File: src/rtl/urv_iram_loader.sv
// Boot image loader: streams little-endian bytes into the uRV RAM second port,
// optionally reads the image back to compare checksums, and gates the CPU reset.
module urv_iram_loader #(
  parameter bit          g_verify  = 1'b1,
  parameter int unsigned g_timeout = 1000000
) (
  input  logic        clk_i,
  input  logic        rst_i,
  input  logic        start_i,
  input  logic [31:0] base_i,
  input  logic [15:0] nwords_i,
  input  logic [7:0]  rx_data_i,
  input  logic        rx_valid_i,
  output logic        rx_ready_o,
  output logic        mem_en_o,
  output logic        mem_we_o,
  output logic [31:0] mem_a_o,
  output logic [3:0]  mem_bwe_o,
  output logic [31:0] mem_d_o,
  input  logic [31:0] mem_q_i,
  output logic        busy_o,
  output logic        done_o,
  output logic        err_o,
  output logic [31:0] sum_o,
  output logic        cpu_rst_o
);

  typedef enum logic [2:0] {
    S_IDLE, S_RECV, S_WRITE, S_VERIFY, S_DRAIN, S_CHECK, S_DONE
  } state_t;

  state_t      state_q, state_d;
  logic [31:0] base_q, base_d;
  logic [15:0] n_q, n_d;
  logic [15:0] k_q, k_d;
  logic [1:0]  bcnt_q, bcnt_d;
  logic [31:0] word_q, word_d;
  logic [31:0] sum_q, sum_d;
  logic [31:0] rsum_q, rsum_d;
  logic [31:0] idle_q, idle_d;
  logic        rd_pend_q, rd_pend_d;
  logic        err_q, err_d;
  logic        cpu_rst_q, cpu_rst_d;

  logic        accept;
  logic        timeout_hit;
  logic        last_k;
  logic [31:0] addr_k;
  logic [31:0] lane_d;

  assign accept      = (state_q == S_RECV) && rx_valid_i;
  assign timeout_hit = (g_timeout != 0) && !accept && (idle_q == g_timeout - 1);
  assign last_k      = (k_q == n_q - 16'd1);
  assign addr_k      = base_q + {14'd0, k_q, 2'b00};

  // Byte j of the word lands in lane j, so the first byte received is the LSB.
  genvar gi;
  generate
    for (gi = 0; gi < 4; gi++) begin : g_lane
      assign lane_d[8*gi +: 8] = (accept && bcnt_q == 2'(gi)) ? rx_data_i : word_q[8*gi +: 8];
    end
  endgenerate

  always_comb begin
    state_d    = state_q;
    base_d     = base_q;
    n_d        = n_q;
    k_d        = k_q;
    bcnt_d     = bcnt_q;
    word_d     = word_q;
    sum_d      = sum_q;
    rsum_d     = rd_pend_q ? rsum_q + mem_q_i : rsum_q;
    idle_d     = idle_q;
    rd_pend_d  = 1'b0;
    err_d      = err_q;
    cpu_rst_d  = cpu_rst_q;
    rx_ready_o = 1'b0;
    mem_en_o   = 1'b0;
    mem_we_o   = 1'b0;
    mem_a_o    = '0;
    mem_bwe_o  = '0;
    mem_d_o    = '0;
    done_o     = 1'b0;

    case (state_q)
      S_IDLE: begin
        if (start_i) begin
          base_d    = {base_i[31:2], 2'b00};
          n_d       = nwords_i;
          k_d       = '0;
          bcnt_d    = '0;
          sum_d     = '0;
          rsum_d    = '0;
          idle_d    = '0;
          err_d     = 1'b0;
          cpu_rst_d = 1'b1;
          state_d   = (nwords_i == 16'd0) ? S_DONE : S_RECV;
        end
      end
      S_RECV: begin
        rx_ready_o = 1'b1;
        if (accept) begin
          word_d = lane_d;
          bcnt_d = bcnt_q + 2'd1;
          idle_d = '0;
          if (bcnt_q == 2'd3) state_d = S_WRITE;
        end else if (timeout_hit) begin
          err_d   = 1'b1;
          state_d = S_DONE;
        end else if (g_timeout != 0) begin
          idle_d = idle_q + 32'd1;
        end
      end
      S_WRITE: begin
        mem_en_o  = 1'b1;
        mem_we_o  = 1'b1;
        mem_bwe_o = 4'hF;
        mem_a_o   = addr_k;
        mem_d_o   = word_q;
        sum_d     = sum_q + word_q;
        idle_d    = '0;
        if (last_k) begin
          k_d     = '0;
          state_d = g_verify ? S_VERIFY : S_DONE;
        end else begin
          k_d     = k_q + 16'd1;
          state_d = S_RECV;
        end
      end
      S_VERIFY: begin
        // Read data returns a cycle later and is folded in via rd_pend_q.
        mem_en_o  = 1'b1;
        mem_a_o   = addr_k;
        rd_pend_d = 1'b1;
        if (last_k) state_d = S_DRAIN;
        else        k_d     = k_q + 16'd1;
      end
      S_DRAIN: state_d = S_CHECK;
      S_CHECK: begin
        err_d   = (rsum_q != sum_q);
        state_d = S_DONE;
      end
      S_DONE: begin
        done_o    = 1'b1;
        cpu_rst_d = err_q;
        state_d   = S_IDLE;
      end
      default: state_d = S_IDLE;
    endcase
  end

  always_ff @(posedge clk_i) begin
    if (rst_i) begin
      state_q   <= S_IDLE;
      base_q    <= '0;
      n_q       <= '0;
      k_q       <= '0;
      bcnt_q    <= '0;
      word_q    <= '0;
      sum_q     <= '0;
      rsum_q    <= '0;
      idle_q    <= '0;
      rd_pend_q <= 1'b0;
      err_q     <= 1'b0;
      cpu_rst_q <= 1'b1;
    end else begin
      state_q   <= state_d;
      base_q    <= base_d;
      n_q       <= n_d;
      k_q       <= k_d;
      bcnt_q    <= bcnt_d;
      word_q    <= word_d;
      sum_q     <= sum_d;
      rsum_q    <= rsum_d;
      idle_q    <= idle_d;
      rd_pend_q <= rd_pend_d;
      err_q     <= err_d;
      cpu_rst_q <= cpu_rst_d;
    end
  end

  assign busy_o    = (state_q != S_IDLE);
  assign err_o     = err_q;
  assign sum_o     = sum_q;
  assign cpu_rst_o = cpu_rst_q;

endmodule

File: config.mk
export PLATFORM = sky130hd
export DESIGN_NAME = urv_iram_loader
export DESIGN_NICKNAME = d
export VERILOG_FILES = /design/src/rtl/urv_iram_loader.sv
export SDC_FILE = /design/constraint.sdc
export NUM_CORES = 1
export LEC_CHECK = 0
export BUFFER_PORTS_ARGS = -buffer_cell sky130_fd_sc_hd__buf_4
export CORE_MARGIN = 2
export CORE_UTILIZATION = 55
export CTS_CLUSTER_DIAMETER = 40
export CTS_CLUSTER_SIZE = 20
export DETAILED_ROUTE_END_ITERATION = 10
export PLACE_DENSITY = 0.78
export SLEW_MARGIN = 40
export SYNTH_ARGS = -nofsm -noshare
export SYNTH_HDL_FRONTEND = slang
export SYNTH_SLANG_ARGS = --single-unit
File: constraint.sdc
create_clock -name clk_i -period 4.16 [get_ports clk_i]
set_input_delay 0.416 -clock clk_i [delete_from_list [all_inputs] [get_ports clk_i]]
set_output_delay 0.416 -clock clk_i [all_outputs]
set_load 0.01 [all_outputs]
== Word level (Yosys, flattened, before mapping) ==
Cells that the tools add are included.

* Bits in registers: 198
* Bits in latches: 0
* Bits in writable memories: 0
* Bits in read-only memories: 0
* Output and inout bits: 107
* Word-level logic and storage cells: 110
* Memories kept: 0

* Add/sub/neg operators: 7
* $mul: 0
* Div/mod/pow operators: 0
* Magnitude comparators: 0
* Equal/unequal tests: 21
* Shifts and indexed selects: 0
* Mux-type cells: 37
* Bitwise operators: 0
* Reductions and logical operators: 30

{| class="wikitable"
|+ Operator list
! cell !! count
|-
| $mux 32 || 8
|-
| $pmux 32 s3 || 1
|-
| $add 32x32->32 || 2
|-
| $pmux 32 s2 || 1
|-
| $mux 16 || 3
|-
| $pmux 16 s3 || 1
|-
| $add 32x1->32 const B || 1
|-
| $add 32x18->32 || 1
|-
| $eq 32x20->1 const B || 1
|-
| $ne 32x32->1 || 1
|-
| $reduce_and 3->1 || 7
|-
| $mux 3 || 6
|-
| $pmux 3 s6 || 1
|-
| $add 16x1->16 const B || 1
|-
| $eq 16x16->1 || 1
|-
| $logic_not 16->1 || 1
|-
| $sub 16x1->16 const B || 1
|-
| $ne 2x2->1 const B || 6
|-
| $reduce_bool 3->1 || 4
|-
| $eq 3x3->1 const B || 3
|-
| $mux 1 || 9
|-
| $reduce_and 4->1 || 2
|-
| $eq 3x2->1 const B || 2
|-
| $logic_and 1x1->1 || 6
|-
| other kinds (17) || 25
|}

== Logic depth before layout (Yosys ltp) ==
* Word-level depth: 7
* Gate-level depth with buffers: 12

== Least setup slack after synthesis ==
Ideal clock, no wire load.

* Path kind: register to output
* From: register k_q[0]
* To: output mem_a_o[26]
* Data arrival time: 2.844 ns
* Required time: 3.744 ns
* Path slack: 0.900 ns
* Cell stages (with the launch flop): 11
* Buffers on the path: 0
* Path through: dfxtp_1 -> ha_1 -> fa_1 -> a21o_1 -> a21oi_1 -> o21bai_1 -> a31o_2 -> a311oi_1 -> o21a_1 -> o21ai_0 -> o21ai_0

* Longest elaborated chain between the ends: 2

{| class="wikitable"
|+ Ends and longest elaborated chain
! element !! RTL line !! RTL
|-
| from (decl) || 35 || <nowiki>logic [15:0] k_q, k_d;</nowiki>
|-
| from (signal assigned) || 170 || <nowiki>k_q <= k_d;</nowiki>
|-
| $add 32x18->32 || 54 || <nowiki>assign addr_k = base_q + {14'd0, k_q, 2'b00};</nowiki>
|-
| $mux 32 || 85 || <nowiki>case (state_q)</nowiki>
|-
| to (decl) || 17 || <nowiki>output logic [31:0] mem_a_o,</nowiki>
|}

No other way between the ends.

== Final worst setup path ==
* From: register k_q[0]
* To: output mem_a_o[30]

The elaborated chain is that of the path after synthesis.

==> impl_metrics.yaml <==
pwr:
  irDropWorstVdd_uv: 260
  power_density_nw_per_um2: 343
  total_leakage_power_nw: 6.47
yosys:
  ys_ff_latch: 198
  synth_area_per_cell_um2: 7.77
  synth_top_cell_by_area: "dfxtp_1"
  synth_commonest_cells: "nand2_1, dfxtp_1, a21oi_1"
  ys_types: 64
  synthFlopType: "dfxtp_1"
  syn_area_um2: 13000
  synth_seq_area_share_pct: 30.5
  synthCells: 1673
  synth_edf_count: 0
  async_flop_share_pct: 0
  yosys.cell_count.top_type: "nand2_1"
  synth_area_leaders: "dfxtp_1, ha_1, xnor2_1"
  synth.top_cell.area_share_pct: 30.5
  yosys_warnings: 0
status:
  outcome: "finished, final reports clean"
cts:
  cts-buffers-inserted: 17
  cts_setup_buffers: 0
  clk-insertion-delay-late_ns: 0.45
  path_clk_slew_ns: 0.08
  root_buffer: "clkbuf_16"
  tritoncts: "done"
  htree_levels: 4
  cts_buffer_depth: 2
  clock-sinks: 198
grt:
  grt_pass1_wl_um: 56900
  overflow: 0
  antenna_found_initial: 0
  grt_start_max_net_pins: 87
  grt_pass1_vias: 11500
  grt_usage_pct: 28.4
detailed_routing:
  drt-vias-per-instance: 5.89
  ant_nets: 0
  routed_wirelength_um: 36000
  first_pass_iters: 6
  wire_per_inst_um: 16.7
  drcViolationCount: 0
  drt_iter0_markers: 836
  vias: 12700
timing:
  timing.fmax_mhz: 252
  finalCriticalPeriod_ns: 3.97
  setup_viol: 0
  hold_viol: 0
  tightest_slew_ns: 0.781
  slew-limit-headroom_pct: 47.9
  fin_skew_ns: 0.0135
  slew_violations: 0
  rsz0062_at_grt: "false"
  fin_crit_sh_pct: 95.4
  timing.final.ws_setup_ns: 0.190
  finalSetupTns_ns: 0
worst_setup_path:
  slowest_stage: "fa_1"
  cp_cell_sequence: "ha_1, fa_1, a21o_1, a21oi_1, o21bai_1, a31o_2, a311oi_1, buf_4, o21a_2, o21ai_0, o21ai_0, buf_4"
  crit_fanout: 7
  crit_required_ns: 3.74
  start_kind: "flop"
  arrival_ns: 3.55
  max_stage_delay_ns: 0.40
  end_kind: "primary output"
  critPathKind: "flop to primary output"
cells_and_area:
  final_layout_size_suffix_gt1_share_pct: 13.9
  area_delta_synth_final_pct: 17.5
  nets: 1998
place:
  place_congestion: 0.933
  pre_cts_ws_ns: 0.596
  numPortBuffers: 194
  hpwl_um: 26800
min_path:
  hp-class: "input pin to flop"
die:
  core_area_um2: 23300
  ios: 199
  dieArea_um2: 24900
  die_width_um: 158
  initial_core_util_pct: 55.7
  num_rows: 56
  die_h_um: 158
run:
  maxCapViolCount: 0
where the power goes:
| part | total (W) | switching [W] | internal [W] |
|---|---|---|---|
| sequential | 0.00215 | 0.000142 | 0.00200 |
| combinational | 0.00134 | 0.000838 | 0.000506 |
| clock | 0.00175 | 0.000809 | 0.000941 |
| total | 0.00524 | 0.00179 | 0.00345 |
metrics by stage:
| step | cell area [um^2] | total power [W] | util [%] | std cells | hold WS [ns] |
|---|---|---|---|---|---|
| 3_5_place_dp | 14700 | 0.00351 | 62.8 | 2118 | 0.458 |
| 6_report | 15300 | 0.00524 | 65.4 | 2151 | 0.213 |
| 4_1_cts | 15300 | 0.00524 | 65.4 | 2150 | 0.206 |
| 5_1_grt | 15300 | 0.00549 | 65.4 | 2150 | 0.211 |
| 3_3_place_gp | 14600 | 0.00348 | 62.8 | 2118 | 0.447 |
| 2_1_floorplan | 13000 | 0.00310 | - | 1674 | 0.441 |
routing by layer:
layer / vias up / GRT usage [%] / wire length [um]
met2: 437 / 48.1 / 16900
met1: 5941 / 36.6 / 15700
met3: 71 / 4.90 / 2400
met5: - / 0 / 0
li1: 6226 / - / -
met4: 0 / 9.70 / 1040
cells in the final DEF (no fill, tap or decap), drive strengths merged, types with 14 or more instances in the layout:
cell type,instances
o211ai,21
a22oi,16
a211oi,15
mux2i,24
nor3,30
and3,21
or3,18
o21a,16
xnor2,99
a22o,14
nor4,14
nand2,223
a21o,44
buf,210
a21oi,164
nor2,153
xor2,56
nand4,34
nand3,70
o21ai,60
clkbuf,19
ha,85
dfxtp,198
and2,50
nand2b,16
inv,39
path summary, 6_finish.rpt:
| kind | start | endpoint | slack [ns] | depth (start not counted) |
|---|---|---|---|---|
| worst max-delay path | k_q[0]$_SDFFE_PP0P_ | mem_a_o[30] | 0.19 | 12 |
| worst min-delay path | base_i[19] | base_q[19]$_SDFFE_PP0P_ | 0.21 | 3 |
| worst max register to register | n_q[2]$_SDFFE_PP0P_ | k_q[14]$_SDFFE_PP0P_ | 0.86 | 10 |
| worst min register to register | base_q[2]$_SDFFE_PP0P_ | base_q[2]$_SDFFE_PP0P_ | 0.47 | 2 |
repair_timing:
item,CTS,global route
gates resized for setup,0,1
hold buffers,0,0
endpoints found under the setup margin,0,6
cell families after synthesis:
group,Yosys count,synth area share (%)
AOI/OAI and AO/OA,416,20.1
xor gates and xnor gates,155,10.4
adders and majority gates,88,8.64
buffers and inverters,119,3.66
DFF,198,30.5
muxes,24,1.85
other,1,0.0288
and+or+nand+nor,672,24.8
state kept, by name, indices dropped and copies added, names as in the netlist:
signal,cells
sum_o,32
n_q,16
rsum_q,32
state_q,3
bcnt_q,2
word_q,32
cpu_rst_o,1
k_q,16
base_q,30
rd_pend_q,1
err_o,1
idle_q,32
worst max-delay path: cells and delay by family, from the launching register on:
family	cells	cell delay (ns)
AOI/OAI and AO/OA	8	1.73
DFF	1	0.38
buffers and inverters	2	0.37
adders and majority gates	2	0.63
final cells by class:
| cell class | count | area [um^2] |
|---|---|---|
| Inverter | 34 | 128 |
| Clock buffer | 19 | 453 |
| Clock inverter | 13 | 161 |
| Timing Repair Buffer | 210 | 1580 |
| Fill cell | 2000 | 8060 |
| Multi-Input combinational cell | 1357 | 8580 |
| Antenna cell | 1 | 2.50 |
| Sequential cell | 198 | 3960 |
| Tap cell | 319 | 399 |
Power figures use the tool's default switching activity.
